<file path="src/rtl/store_buffer.sv">
// store_buffer: in-order FIFO of committed stores that sits ahead of the
// data_memory write port. Loads are checked combinationally against it.
// Configuration macro STORE_BUFFER_FWD_EN: when defined, a load fully covered
// by the youngest overlapping store is forwarded from the buffer. When it is
// undefined, any overlap stalls the load until that store drains.
`timescale 1ns/1ps
module store_buffer #(
    parameter int DEPTH      = 4,
    parameter int DATA_WIDTH = 64,
    parameter int ADDR_WIDTH = 64
) (
    input  logic                  clk,
    input  logic                  rst_n,
    input  logic                  st_valid_i,
    output logic                  st_ready_o,
    input  logic [ADDR_WIDTH-1:0] st_addr_i,
    input  logic [DATA_WIDTH-1:0] st_data_i,
    input  logic [2:0]            st_funct3_i,
    input  logic                  drain_en_i,
    output logic                  mem_write_en_o,
    output logic [ADDR_WIDTH-1:0] mem_addr_o,
    output logic [DATA_WIDTH-1:0] mem_write_data_o,
    output logic [2:0]            mem_funct3_o,
    input  logic                  ld_valid_i,
    input  logic [ADDR_WIDTH-1:0] ld_addr_i,
    input  logic [2:0]            ld_funct3_i,
    output logic                  ld_hit_o,
    output logic [DATA_WIDTH-1:0] ld_data_o,
    output logic                  ld_stall_o,
    output logic                  empty_o,
    output logic                  full_o
);
    localparam int PTR_W = (DEPTH > 1) ? $clog2(DEPTH) : 1;
    localparam int CNT_W = PTR_W + 1;

    logic [ADDR_WIDTH-1:0] addr_q   [DEPTH];
    logic [ADDR_WIDTH-1:0] addr_d   [DEPTH];
    logic [DATA_WIDTH-1:0] data_q   [DEPTH];
    logic [DATA_WIDTH-1:0] data_d   [DEPTH];
    logic [2:0]            funct3_q [DEPTH];
    logic [2:0]            funct3_d [DEPTH];
    logic [7:0]            mask_q   [DEPTH];
    logic [7:0]            mask_d   [DEPTH];
    logic [DEPTH-1:0]      valid_q, valid_d;
    logic [PTR_W-1:0]      head_q, head_d;
    logic [PTR_W-1:0]      tail_q, tail_d;
    logic [CNT_W-1:0]      count_q, count_d;

    logic                  enq;
    logic                  deq;
    logic [7:0]            ld_mask;
    logic                  ld_found;
    logic [PTR_W-1:0]      ld_sel;
    logic [PTR_W-1:0]      scan_idx;

    function automatic logic [7:0] size_mask(input logic [1:0] sz);
        logic [7:0] m;
        case (sz)
            2'd0:    m = 8'h01;
            2'd1:    m = 8'h03;
            2'd2:    m = 8'h0F;
            default: m = 8'hFF;
        endcase
        return m;
    endfunction

    // Acceptance uses the registered count only, so a full buffer never takes
    // a store on the strength of a same-cycle drain.
    assign empty_o          = (count_q == '0);
    assign full_o           = (count_q == CNT_W'(DEPTH));
    assign st_ready_o       = !full_o;
    assign enq              = st_valid_i && st_ready_o;
    assign deq              = !empty_o && drain_en_i;
    assign mem_write_en_o   = deq;
    assign mem_addr_o       = empty_o ? '0 : addr_q[head_q];
    assign mem_write_data_o = empty_o ? '0 : data_q[head_q];
    assign mem_funct3_o     = empty_o ? '0 : funct3_q[head_q];

    // Next-state for pointers, count, valid bits and the entry written at tail.
    always_comb begin
        addr_d   = addr_q;
        data_d   = data_q;
        funct3_d = funct3_q;
        mask_d   = mask_q;
        valid_d  = valid_q;
        head_d   = head_q;
        tail_d   = tail_q;
        count_d  = count_q;
        if (deq) begin
            valid_d[head_q] = 1'b0;
            head_d          = head_q + 1'b1;
        end
        if (enq) begin
            addr_d[tail_q]   = st_addr_i;
            data_d[tail_q]   = st_data_i;
            funct3_d[tail_q] = st_funct3_i;
            mask_d[tail_q]   = size_mask(st_funct3_i[1:0]) << st_addr_i[2:0];
            valid_d[tail_q]  = 1'b1;
            tail_d           = tail_q + 1'b1;
        end
        if (enq && !deq) begin
            count_d = count_q + 1'b1;
        end else if (!enq && deq) begin
            count_d = count_q - 1'b1;
        end
    end

    // Control state; reset discards every buffered store.
    always_ff @(posedge clk or negedge rst_n) begin
        if (!rst_n) begin
            valid_q <= '0;
            head_q  <= '0;
            tail_q  <= '0;
            count_q <= '0;
        end else begin
            valid_q <= valid_d;
            head_q  <= head_d;
            tail_q  <= tail_d;
            count_q <= count_d;
        end
    end

    // Entry payload; only meaningful while the matching valid bit is set.
    always_ff @(posedge clk) begin
        addr_q   <= addr_d;
        data_q   <= data_d;
        funct3_q <= funct3_d;
        mask_q   <= mask_d;
    end

    // Scan oldest to youngest so the last overlapping entry found is the youngest.
    // The head entry still takes part while it is being drained.
    always_comb begin
        ld_mask  = size_mask(ld_funct3_i[1:0]) << ld_addr_i[2:0];
        ld_found = 1'b0;
        ld_sel   = '0;
        scan_idx = '0;
        for (int i = 0; i < DEPTH; i++) begin
            scan_idx = head_q + PTR_W'(i);
            if (ld_valid_i && valid_q[scan_idx] &&
                (addr_q[scan_idx][ADDR_WIDTH-1:3] == ld_addr_i[ADDR_WIDTH-1:3]) &&
                (|(mask_q[scan_idx] & ld_mask))) begin
                ld_found = 1'b1;
                ld_sel   = scan_idx;
            end
        end
    end

`ifdef STORE_BUFFER_FWD_EN
    logic                  ld_cover;
    logic [DATA_WIDTH-1:0] sel_lane;
    logic [DATA_WIDTH-1:0] ld_shift;
    logic [DATA_WIDTH-1:0] ld_ext;

    // Lane-align the selected store, pull out the load's bytes and extend them.
    always_comb begin
        ld_cover = ((mask_q[ld_sel] & ld_mask) == ld_mask);
        sel_lane = data_q[ld_sel] << {addr_q[ld_sel][2:0], 3'b000};
        ld_shift = sel_lane >> {ld_addr_i[2:0], 3'b000};
        ld_ext   = '0;
        case (ld_funct3_i)
            3'b000:  ld_ext = {{(DATA_WIDTH-8){ld_shift[7]}}, ld_shift[7:0]};
            3'b001:  ld_ext = {{(DATA_WIDTH-16){ld_shift[15]}}, ld_shift[15:0]};
            3'b010:  ld_ext = {{(DATA_WIDTH-32){ld_shift[31]}}, ld_shift[31:0]};
            3'b100:  ld_ext = {{(DATA_WIDTH-8){1'b0}}, ld_shift[7:0]};
            3'b101:  ld_ext = {{(DATA_WIDTH-16){1'b0}}, ld_shift[15:0]};
            3'b110:  ld_ext = {{(DATA_WIDTH-32){1'b0}}, ld_shift[31:0]};
            default: ld_ext = ld_shift;
        endcase
    end

    assign ld_hit_o   = ld_found && ld_cover;
    assign ld_stall_o = ld_found && !ld_cover;
    assign ld_data_o  = ld_hit_o ? ld_ext : '0;
`else
    // Without forwarding only the load size matters, not its signedness.
    logic unused_ld_sign;
    assign unused_ld_sign = ld_funct3_i[2];

    assign ld_hit_o   = 1'b0;
    assign ld_stall_o = ld_found;
    assign ld_data_o  = '0;
`endif

endmodule
</file>
<file path="config.mk">
export PLATFORM = sky130hd
export DESIGN_NAME = store_buffer
export DESIGN_NICKNAME = d
export VERILOG_FILES = /design/src/rtl/store_buffer.sv
export SDC_FILE = /design/constraint.sdc
export NUM_CORES = 1
export LEC_CHECK = 0
export ABC_AREA = 1
export CORE_ASPECT_RATIO = 2
export CORE_MARGIN = 3
export CORE_UTILIZATION = 30
export CTS_BUF_LIST = sky130_fd_sc_hd__clkbuf_2
export DETAILED_ROUTE_END_ITERATION = 16
export PLACE_DENSITY_LB_ADDON = 0.25
export SLEW_MARGIN = 20
export SYNTH_ARGS = -nofsm -noshare
export SYNTH_HDL_FRONTEND = slang
export SYNTH_SLANG_ARGS = --single-unit
</file>
<file path="constraint.sdc">
create_clock -name clk -period 9.84 [get_ports clk]
set_clock_uncertainty 0.05 [all_clocks]
set_input_delay 1.476 -clock clk [delete_from_list [all_inputs] [get_ports clk]]
set_output_delay 1.476 -clock clk [all_outputs]
set_load 0.01 [all_outputs]
</file>
### Yosys cells after proc, flatten, opt, wreduce, memory -nomap -nowiden

Index checks and enable logic that the tools add are counted.
Widths: inputs -> output; s select.

| word-level totals | value |
|---|---|
| word-level logic and storage cells | 159 |
| input port bits | 203 |
| bits in registers | 567 |
| output and inout bits | 201 |

| cells by class | value |
|---|---|
| equal/unequal tests | 9 |
| $lt $le $gt $ge | 13 |
| shifts and indexed selects | 2 |
| add/sub/neg operators | 6 |
| muxes and demuxes | 66 |
| reduce and logical (&&, ||, !) cells | 31 |
| bitwise operators | 12 |

Operators with widths:

| cell | number |
|---|---|
| $mux 64 | 13 |
| $bmux 64 s2 | 5 |
| $bwmux 256 | 2 |
| $eq 61x61->1 | 4 |
| $demux 64 s2 | 1 |
| $mux 8 | 10 |
| $bmux 8 s2 | 4 |
| $pmux 8 s3 | 2 |
| $and 8x8->8 | 4 |
| $bwmux 32 | 1 |
| $reduce_or 8->1 | 4 |
| $logic_and 1x1->1 | 19 |
| $mux 3 | 6 |
| $demux 8 s2 | 1 |
| $shl 8x3->8 | 2 |
| $ge 3x3->1 const B | 5 |
| $lt 2x3->1 const B | 5 |
| $not 2->3 | 5 |
| $bwmux 12 | 1 |
| $mux 1 | 10 |
| $bmux 1 s2 | 4 |
| $mux 4 | 2 |
| $bmux 3 s2 | 1 |
| $demux 3 s2 | 1 |
| other kinds (17) | 27 |

### Longest topological paths before layout

Gate-level depths: netlist (run 1).

| depth | value |
|---|---|
| depth in word-level cells | 11 |
| depth in mapped cells | 23 |
| gate-level depth less buffers | 16 |

### Worst setup path after synthesis (run 1)

No wires, ideal clock.

| timing | value |
|---|---|
| kind | input -> register |
| start point | input st_valid_i |
| end point | register addr_q[0] (netlist bit) (enable) |
| data arrival time | 7443 ps |
| cell stages on the path | 2 |
| library setup time | 640 ps |
| setup slack | 1707 ps |
| cells stage by stage | nand2_1 -> nor2_1 |

| between the ends | value |
|---|---|
| word-level cells in the longest chain between the ends | 1 |

RTL lines:

| what | line | source |
|---|---|---|
| from (decl) | 14 | `input logic st_valid_i,` |
| $logic_and 1x1->1 | 72 | `assign enq = st_valid_i && st_ready_o;` |
| to (signal assigned) | 125 | `addr_q <= addr_d;` |
| to (decl) | 36 | `logic [ADDR_WIDTH-1:0] addr_q [DEPTH];` |

Every way passes these cells.
A chain may end at the register's enable or synchronous reset.

### Worst setup path in the final report (run 1)

| timing | value |
|---|---|
| start point | register head_q[0] |
| end point | output ld_stall_o |

| between the ends | value |
|---|---|
| word-level cells in the longest chain between the ends | 11 |
| elaborated cells between the ends (all ways) | 67 |

RTL lines:

| what | line | source |
|---|---|---|
| from (decl) | 45 | `logic [PTR_W-1:0] head_q, head_d;` |
| from (signal assigned) | 112 | `head_q <= '0;` |
| from (signal assigned) | 117 | `head_q <= head_d;` |
| $add 2x1->2 / $not 2->3 (equally long branches) | 139, 141, 142 |  |
| $not 2->3 (implied by the code) (tied with other cells) | 141, 142 |  |
| $bmux 64 s2 (tied with other cells) | 141 | `(addr_q[scan_idx][ADDR_WIDTH-1:3] == ld_addr_i[ADDR_WIDTH-1:3]) &&` |
| $mux 64 (implied by the code) / $mux 8 (equally long branches) | 141, 142 |  |
| $mux 64 (implied by the code) (tied with other cells) | 141 |  |
| $eq 61x61->1 (tied with other cells) | 141 |  |
| $logic_and 1x1->1 (tied with other cells) | 140 | `if (ld_valid_i && valid_q[scan_idx] &&` |
| $logic_and 1x1->1 / $mux 1 (equally long branches) | 141, 140 |  |
| $mux 1 (2 in a row) | 140 |  |
| $mux 1 (*) | 140 |  |
| to (decl) | 29 | `output logic ld_stall_o,` |

Mark *: on every way between the ends. The rest lies on a longest branch, timed or not. The select of a mux whose other input is x is not followed.

==> flow_summary.json, run 1 <==
{
  "status": "finished clean",
  "cts_tree": "yes",
  "p_sw_mw": 6.82,
  "syn_to_final_growth_pct": 18.2,
  "die_y_microns": 462,
  "synthCells": 3764,
  "regToRegSetupSlack_ns": 6.80,
  "setup_tns_ns": 0,
  "rows": 166,
  "cts.path.max_buffers": 3,
  "cts_max_level": 4,
  "cts-hold-fix-buffers": 0,
  "crit_buf_inv": 3,
  "place.detailed.hpwl_mm": 85.9,
  "yosys_register_bits": 567,
  "synth_cell_types": 30,
  "route.detailed.drc": 0,
  "final_nets": 4293,
  "clk_pin_slew_ns": 0.12,
  "slew_headroom_pct": 28.0,
  "synth-edff-count": 556,
  "hold_viol_final": 0,
  "grt_pass1_vias": 27200,
  "setup_viol": 0,
  "seq_area_frac_synth_pct": 54.5,
  "routed_wl_mm": 123,
  "drt_iter0_drc": 2020,
  "cts_num_sinks": 567,
  "yosysWarnings": 0,
  "wire_per_inst_microns": 22.2,
  "crit_path_max_fanout": 161,
  "end_kind": "output port",
  "gp_congestion": 1.02,
  "max-cap-violations": 0,
  "drive_gt1_share_pct": 6.10,
  "grt_antenna_before_repair": 26,
  "clock_latency_ns": 1.37,
  "drv_slew": 0,
  "layout_commonest_cell": "nand2_1",
  "fin_cells": 5537,
  "internal_power_mw": 6.39,
  "vias": 28200,
  "cts-root-buf": "clkbuf_2",
  "synth_area_sq_um": 31100,
  "cp-start-kind": "register",
  "cp_top_family": "buffers and inverters",
  "die_w_microns": 234,
  "ant_nets": 0,
  "initial_core_util_pct": 30.3,
  "mostFrequentLayoutCells": "nand2_1 (1218), nand3_1 (741), edfxtp_1 (556)",
  "worst_ir_drop_vdd_v": 0.000236,
  "min_period_ns": 8.24,
  "rsz0062_at_grt": "false",
  "crit_path_start": "head_q[0]",
  "cts_setup_buffers": 0,
  "via_per_inst": 5.09,
  "gr-total-overflow": 0,
  "critical_path_class": "reg -> out",
  "grt_pass1_wl_mm": 174,
  "crit_required_ns": 8.31,
  "async_flop_share_pct": 1.94,
  "timing.final.crit_share_pct": 83.7,
  "post_cts_resized": 0,
  "avgSynthCellArea_sq_um": 8.27,
  "place_ws_ns": 3.00,
  "setup_ws_ns": 1.60,
  "ios": 404,
  "ys.flop_type": "edfxtp_1",
  "grt_util_all_layers_pct": 22.4,
  "max_clock_freq_mhz": 121,
  "max_stage_delay_ns": 0.82,
  "r2r_end": "count_q[2]",
  "clkPwrFrac_pct": 12.4,
  "drt-pass1-iter-count": 6,
  "portBuffers": 337,
  "pwr-share-comb_pct": 61.8,
  "timing.rr.start": "count_q[0]",
  "fp.coreArea_sq_um": 103000,
  "dp.cells": 5288,
  "die_area_sq_um": 108000,
  "worstMarginPinSlew_ns": 1.08,
  "cpMaxStageDelayCell": "xor2_1",
  "cp_cell_sequence": "inv_8 -> ha_4 -> buf_4 -> nand3_1 -> nand2_1 -> xor2_1 -> nand2_1 -> nor2_1 -> nand2_1 -> nor2_1 -> nand3_1 -> nor2_1 -> nor2_1 -> nand2_1 -> clkdlybuf4s50_1",
  "final_util_pct": 35.8,
  "ff2ff_path_depth": 10,
  "worstPathArrival_ns": 6.71,
  "p_leak_nw": 14.8,
  "cts_buffers": 134,
  "min_path_type": "in -> async",
  "seqPwrFrac_pct": 25.7,
  "grt_max_degree": 178,
  "p_per_area_nw_per_um2": 359,
  "switching_share_pct": 51.6
}
## synth_stat cells, types with 4 or more instances
cell	n	area share, %
a21oi_1	80	1.3
buf_1	12	0.14
buf_2	86	1.4
buf_4	74	1.8
clkbuf_1	74	0.89
dfrtp_1	11	0.88
edfxtp_1	556	54
ha_1	9	0.36
inv_1	106	1.3
mux2i_1	12	0.39
nand2_1	1218	15
nand3_1	741	12
nand3b_1	4	0.096
nand4_1	60	1.2
nor2_1	471	5.7
nor3_1	7	0.11
o211ai_1	11	0.27
o21ai_0	199	3.2
o21ai_1	7	0.11
or2_2	6	0.12
xor2_1	5	0.14
## sequential cells by signal, summed over array words and instances, names as in the netlist
name,flops
head_q,2
count_q,3
mask_q,32
tail_q,2
funct3_q,12
valid_q,4
data_q,256
addr_q,256
## final cells by class
type	instances	area, sq um
repair buffers	365	3660
fillers	10800	65800
clock inverters	51	385
inverters	109	424
flip-flops and latches	567	17000
clock buffers	185	926
diodes	13	32.5
well taps	1344	1680
multi-input cells	2903	12700
## cells by family (layout without fill, tap and decap cells)
group / after synthesis / in the layout / share of synthesized area (%)
adder cells (fa/ha/maj): 10 / 10 / 0.426
flip-flops: 567 / 567 / 54.5
AO/OA/AOI/OAI: 301 / 301 / 4.96
AND/OR/NAND/NOR: 2508 / 2508 / 33.9
other: 1 / 78 / 0.0120
multiplexers: 13 / 13 / 0.422
XOR/XNOR: 6 / 6 / 0.169
buffers and inverters: 358 / 710 / 5.63
## layer usage
metal  track usage, %  vias to the layer above  share of wire (%)
met5                0                        -               0.14
met4             18.1                       24                9.3
met3             6.68                      366                8.0
met2             38.4                     1250                 49
met1             22.2                    13100                 34
li1                 -                    13500                  -
## power groups by stage
stage,combinational (mW),sequential [mW],clock [mW]
after global routing,8.90,3.44,1.82
after detailed placement,8.13,3.46,0
after floorplan,4.78,3.46,0
final,8.17,3.40,1.64
after CTS,8.16,3.40,1.72
after global placement,8.10,3.45,0
## stage by stage
step | hold slack (ns) | instance area, sq um | total power, mW
floorplan | 0.423 | 31400 | 8.24
global placement | 0.447 | 35400 | 11.5
detailed placement | 0.456 | 35400 | 11.6
CTS | 0.125 | 36700 | 13.3
global route | 0.201 | 36800 | 14.2
finish | 0.385 | 36800 | 13.2
## worst register-to-register path, cell delays in order, from the launching register on
cell,delay (ns)
dfrtp_1,0.47
nor3_2,0.27
buf_12,0.55
nor2_1,0.45
inv_1,0.14
ha_1,0.15
inv_1,0.07
fa_1,0.37
a21oi_1,0.14
o21ai_0,0.12
xor2_1,0.16
## worst max path at each step
stage | to | slack (ns) | depth (start not counted)
global route | ld_stall_o | 1.03 | 15
detailed placement | ld_stall_o | 3.00 | 17
finish | ld_stall_o | 1.60 | 15
global placement | ld_stall_o | 3.02 | 17
floorplan | addr_q[0] | 1.71 | 2
CTS | ld_stall_o | 1.28 | 17
Note: power is estimated with default switching activity, not from simulation.
==> run 2: changes to the inputs <==
==> constraint.sdc (replaced) <==
create_clock -name clk -period 8.3 [get_ports clk]
set_clock_uncertainty 0.05 [all_clocks]
set_input_delay 1.245 -clock clk [delete_from_list [all_inputs] [get_ports clk]]
set_output_delay 1.245 -clock clk [all_outputs]
set_load 0.01 [all_outputs]
==> run 2 against run 1 <==
Effect of this change:
- count of clock-buffer cells in the layout down 14
- final cell count grew 0.18%
- critical path depth rose by 1
- global-route usage increased by 0.74 points
- largest cell class unchanged
==> flow_summary.json, run 2 (synthesis gave the netlist of run 1 again) <==
{
  "status": "finished clean",
  "worst_ir_drop_vdd_v": 0.000452,
  "gp_congestion": 1.01,
  "gr-total-overflow": 0,
  "max-cap-violations": 0,
  "rsz0062_at_grt": "false",
  "pwr-share-comb_pct": 62.4,
  "cts_tree": "yes",
  "drv_slew": 0,
  "die_w_microns": 234,
  "clk_pin_slew_ns": 0.11,
  "p_per_area_nw_per_um2": 428,
  "drt-pass1-iter-count": 6,
  "cp-start-kind": "register",
  "p_sw_mw": 8.22,
  "final_util_pct": 35.8,
  "cts_num_sinks": 567,
  "slew_headroom_pct": 17.5,
  "routed_wl_mm": 127,
  "ant_nets": 0,
  "seqPwrFrac_pct": 25.7,
  "min_path_type": "in -> reg",
  "syn_to_final_growth_pct": 18.2,
  "cts.path.max_buffers": 3,
  "portBuffers": 337,
  "hold_depth": 1,
  "switching_share_pct": 52.2,
  "initial_core_util_pct": 30.3,
  "crit_required_ns": 7.01,
  "p_leak_nw": 14.8,
  "mostFrequentLayoutCells": "nand2_1 (1218), nand3_1 (741), edfxtp_1 (556)",
  "worstMarginPinSlew_ns": 1.22,
  "r2r_end": "count_q[2]",
  "regToRegSetupSlack_ns": 4.73,
  "die_area_sq_um": 108000,
  "vias": 28600,
  "place_ws_ns": 2.02,
  "final_nets": 4306,
  "min_period_ns": 7.49,
  "grt_pass1_vias": 27700,
  "crit_path_start": "head_q[0]",
  "cp_cell_sequence": "inv_12 -> ha_4 -> buf_12 -> nand3_1 -> nand3_1 -> nand2_1 -> inv_1 -> nand2_1 -> nor2_1 -> nand2_1 -> nor2_1 -> nand3_1 -> nor2_1 -> nor2_1 -> nand2_1 -> clkdlybuf4s50_1",
  "critical_path_class": "reg -> out",
  "clock_latency_ns": 1.40,
  "worstPathArrival_ns": 6.20,
  "layout_commonest_cell": "nand2_1",
  "ff2ff_path_depth": 11,
  "max_clock_freq_mhz": 133,
  "grt_util_all_layers_pct": 23.1,
  "timing.rr.start": "count_q[0]",
  "setup_tns_ns": 0,
  "largest_registers": "addr_q: 256 flops, data_q: 256 flops, mask_q: 32 flops",
  "cpMaxStageDelayCell": "dfrtp_4",
  "hold_viol_final": 0,
  "via_per_inst": 5.15,
  "route.detailed.drc": 0,
  "crit_path_max_fanout": 139,
  "max_stage_delay_ns": 0.87,
  "cts_max_level": 4,
  "timing.final.crit_share_pct": 90.3,
  "drt_iter0_drc": 2048,
  "crit_end": "ld_stall_o",
  "multi_input_area_sq_um": 12700,
  "drive_gt1_share_pct": 6.16,
  "fp.coreArea_sq_um": 103000,
  "seq_area_sq_um": 17000,
  "ios": 404,
  "internal_power_mw": 7.52,
  "place.detailed.hpwl_mm": 88.9,
  "wire_per_inst_microns": 22.9,
  "cts-root-buf": "clkbuf_2",
  "whs_ns": 0.375,
  "rows": 166,
  "grt_pass1_wl_mm": 179,
  "die_y_microns": 462,
  "setup_viol": 0,
  "setup_ws_ns": 0.807,
  "end_kind": "output port",
  "grt_antenna_before_repair": 22,
  "grt_max_degree": 182,
  "clkPwrFrac_pct": 11.9,
  "fillers": 10700,
  "cts_buffers": 133
}
==> run 2: cell count changes in the layout (fill, tap and decap cells not counted), sizes merged <==
cell / before / now
buf: 28 / 41
bufinv: 6 / 4
clkinvlp: 4 / 5
dlygate4sd3: 0 / 1
clkbuf: 185 / 171
inv: 111 / 115
clkinv: 39 / 42
diode: 13 / 17
==> run 2: routing by layer <==
layer	wire, microns	global-route usage, %	vias up	share of wire [%]
li1	-	-	13500	-
met1	43800	23.6	13400	35
met2	61200	39.5	1267	48
met3	9880	6.41	379	7.8
met4	11700	18.4	20	9.2
met5	130	0	-	0.10
==> run 2: critical path, delay by kind of cell, from the launching register on <==
| kind | cells | cell delay [ns] |
|---|---|---|
| and+or+nand+nor | 11 | 1.83 |
| buffers and inverters | 4 | 1.52 |
| DFF | 1 | 0.87 |
| adders and majority gates | 1 | 0.44 |
==> run 2: stage by stage <==
stage               power, mW  instance area [sq um]  instances
floorplan                9.76                  31400       3828
global placement         13.7                  35500       5300
detailed placement       13.8                  35500       5300
CTS                      15.7                  36700       5529
global route             16.9                  36800       5538
finish                   15.7                  36800       5547
==> run 2: final cells by class <==
type,instances,area share (%)
clock inverter,57,0.970
tap,1344,4.57
multi-input combinational,2903,34.5
timing repair buffer,379,10.2
clock buffer,171,2.33
antenna,17,0.116
sequential,567,46.2
inverter,109,1.17
==> run 2: how the worst min path moves through the flow <==
stage                  startpoint           to  slack [ns]
floorplan              valid_q[0]   valid_q[0]        0.42
global placement       valid_q[2]   valid_q[2]        0.47
detailed placement     valid_q[2]   valid_q[2]        0.47
CTS                 st_addr_i[38]   addr_q[38]        0.12
global route        st_addr_i[10]  addr_q[202]        0.18
finish              st_addr_i[10]  addr_q[138]        0.38
==> run 2: power by group through the flow <==
stage / logic [mW] / registers [mW] / clock network, mW
floorplan: 5.66 / 4.10 / 0
global placement: 9.62 / 4.11 / 0
detailed placement: 9.67 / 4.12 / 0
CTS: 9.71 / 4.06 / 1.96
global route: 10.7 / 4.09 / 2.08
finish: 9.82 / 4.04 / 1.87
==> run 2: repair_timing <==
item / CTS / global route
setup endpoints to repair: 0 / 1
hold endpoints to repair: 11 / 0
hold buffers: 1 / 0
setup buffers: 0 / 1
gates resized for setup: 0 / 3
==> run 3: changes to the inputs <==
--- a/config.mk
+++ b/config.mk
@@ -12,6 +12,7 @@
 export CTS_BUF_LIST = sky130_fd_sc_hd__clkbuf_2
 export DETAILED_ROUTE_END_ITERATION = 16
 export PLACE_DENSITY_LB_ADDON = 0.25
+export RECOVER_POWER = 50
 export SLEW_MARGIN = 20
 export SYNTH_ARGS = -nofsm -noshare
 export SYNTH_HDL_FRONTEND = slang
==> run 3 against run 2 <==
Effect of this change:
- the run now ends with capacitance limit, slew limit left
- sequential power about the same
- first-iteration DRC count up 4.2%
- clock power about the same
- die area unchanged
- cell area about the same
- utilization about the same
==> flow_summary.json, run 3 (synthesis gave the netlist of run 1 again) <==
{
  "whs_ns": 0.455,
  "ant_nets": 0,
  "multi_input_area_sq_um": 12700,
  "timing.final.crit_share_pct": 88.7,
  "vias": 28600,
  "die_y_microns": 462,
  "gr-total-overflow": 0,
  "dp.cells": 5300,
  "rsz0062_at_grt": "false",
  "cts_tree": "yes",
  "initial_core_util_pct": 30.3,
  "hold_viol_final": 0,
  "grt_pass1_vias": 27700,
  "grt_antenna_before_repair": 35,
  "grt_pass1_wl_mm": 179,
  "max-cap-violations": 3,
  "grt_util_all_layers_pct": 23.1,
  "setup_viol": 0,
  "clock_latency_ns": 1.38,
  "end_kind": "output port",
  "portBuffers": 337,
  "syn_to_final_growth_pct": 18.1,
  "final_nets": 4306,
  "place.detailed.hpwl_mm": 88.9,
  "fp.coreArea_sq_um": 103000,
  "routed_wl_mm": 127,
  "rows": 166,
  "cp-start-kind": "register",
  "worstMarginPinSlew_ns": 3.38,
  "hold_depth": 1,
  "fillers": 10700,
  "via_per_inst": 5.15,
  "status": "complete, but fails checks",
  "cts_max_level": 4,
  "violations": "capacitance limit, slew limit",
  "power_mw": 15.7,
  "die_area_sq_um": 108000,
  "min_path_type": "in -> reg",
  "setup_tns_ns": 0,
  "route.detailed.drc": 0,
  "hold_start": "st_addr_i[10]",
  "cts_buffers": 133,
  "ff2ff_path_depth": 5,
  "p_per_area_nw_per_um2": 428,
  "r2r_end": "addr_q[37]",
  "crit_required_ns": 7.01,
  "ios": 404,
  "p_leak_nw": 14.8,
  "setup_ws_ns": 0.940,
  "crit_path_max_fanout": 139,
  "drt_iter0_drc": 2133,
  "fin_cells": 5549,
  "max_clock_freq_mhz": 136,
  "worstPathArrival_ns": 6.07,
  "mostFrequentLayoutCells": "nand2_1 (1218), nand3_1 (741), edfxtp_1 (556)",
  "timing.rr.start": "count_q[0]",
  "die_w_microns": 234,
  "final_area_sq_um": 36800,
  "cts_num_sinks": 567,
  "regToRegSetupSlack_ns": 3.87,
  "drv_slew": 165,
  "slew_headroom_pct": -126,
  "place_ws_ns": 2.02,
  "seq_area_sq_um": 17000,
  "worst_ir_drop_vdd_v": 0.000454,
  "grt_max_degree": 182,
  "clk_pin_slew_ns": 0.12,
  "drt-pass1-iter-count": 6,
  "gp_congestion": 1.01,
  "min_period_ns": 7.36,
  "largest_registers": "addr_q: 256 flops, data_q: 256 flops, mask_q: 32 flops",
  "cts-root-buf": "clkbuf_2",
  "final_util_pct": 35.8,
  "wire_per_inst_microns": 22.8,
  "cts.path.max_buffers": 3,
  "critical_path_class": "reg -> out",
  "postPlaceCellArea_sq_um": 35500,
  "layout_commonest_cell": "nand2_1",
  "drive_gt1_share_pct": 6.09,
  "min_to": "addr_q[138]"
}
## run 3: report_power, final
part	internal (mW)	leakage, nW	switching [mW]
Clock	0.700	0.887	1.17
Combinational	3.02	8.68	6.77
Sequential	3.79	5.22	0.258
## run 3: metal layers
| metal | part of all wire, % | global-route usage (%) | vias to the layer above |
|---|---|---|---|
| met3 | 7.8 | 6.41 | 367 |
| li1 | - | - | 13500 |
| met1 | 34 | 23.6 | 13400 |
| met4 | 9.4 | 18.4 | 24 |
| met2 | 48 | 39.5 | 1260 |
| met5 | 0.12 | 0 | - |
## run 3: cell type report
type	count	area share (%)
multi-input cells	2903	34.5
clock inverters	57	0.970
flip-flops and latches	567	46.2
diodes	19	0.129
well taps	1344	4.58
clock buffers	171	2.33
repair buffers	379	10.1
inverters	109	1.17
## run 3: critical path, stage by stage, from the launching register on
cell and delay, ns:
dfrtp_4 0.88, inv_12 0.33, ha_4 0.43, buf_12 0.57
nand3_1 0.21, nand3_1 0.44, nand2_1 0.10, inv_1 0.06
nand2_1 0.24, nor2_1 0.18, nand2_1 0.06, nor2_1 0.11
nand3_1 0.12, nor2_1 0.11, nor2_1 0.05, nand2_1 0.11
clkdlybuf4s50_1 0.55
## run 3: worst max path at each step
stage	slack (ns)	to	start
2_1_floorplan	0.40	addr_q[0]	st_valid_i
3_3_place_gp	2.05	ld_stall_o	head_q[0]
3_5_place_dp	2.02	ld_stall_o	head_q[0]
4_1_cts	0.33	ld_stall_o	head_q[0]
5_1_grt	0.12	ld_stall_o	head_q[0]
6_report	0.94	ld_stall_o	head_q[0]
## run 3: what timing repair did
action / 4_1_cts / 5_1_grt
setup endpoints to repair: 0 / 1
resized for setup: 0 / 3
hold endpoints to repair: 11 / 0
hold buffers: 1 / 0
buffers inserted: 0 / 1
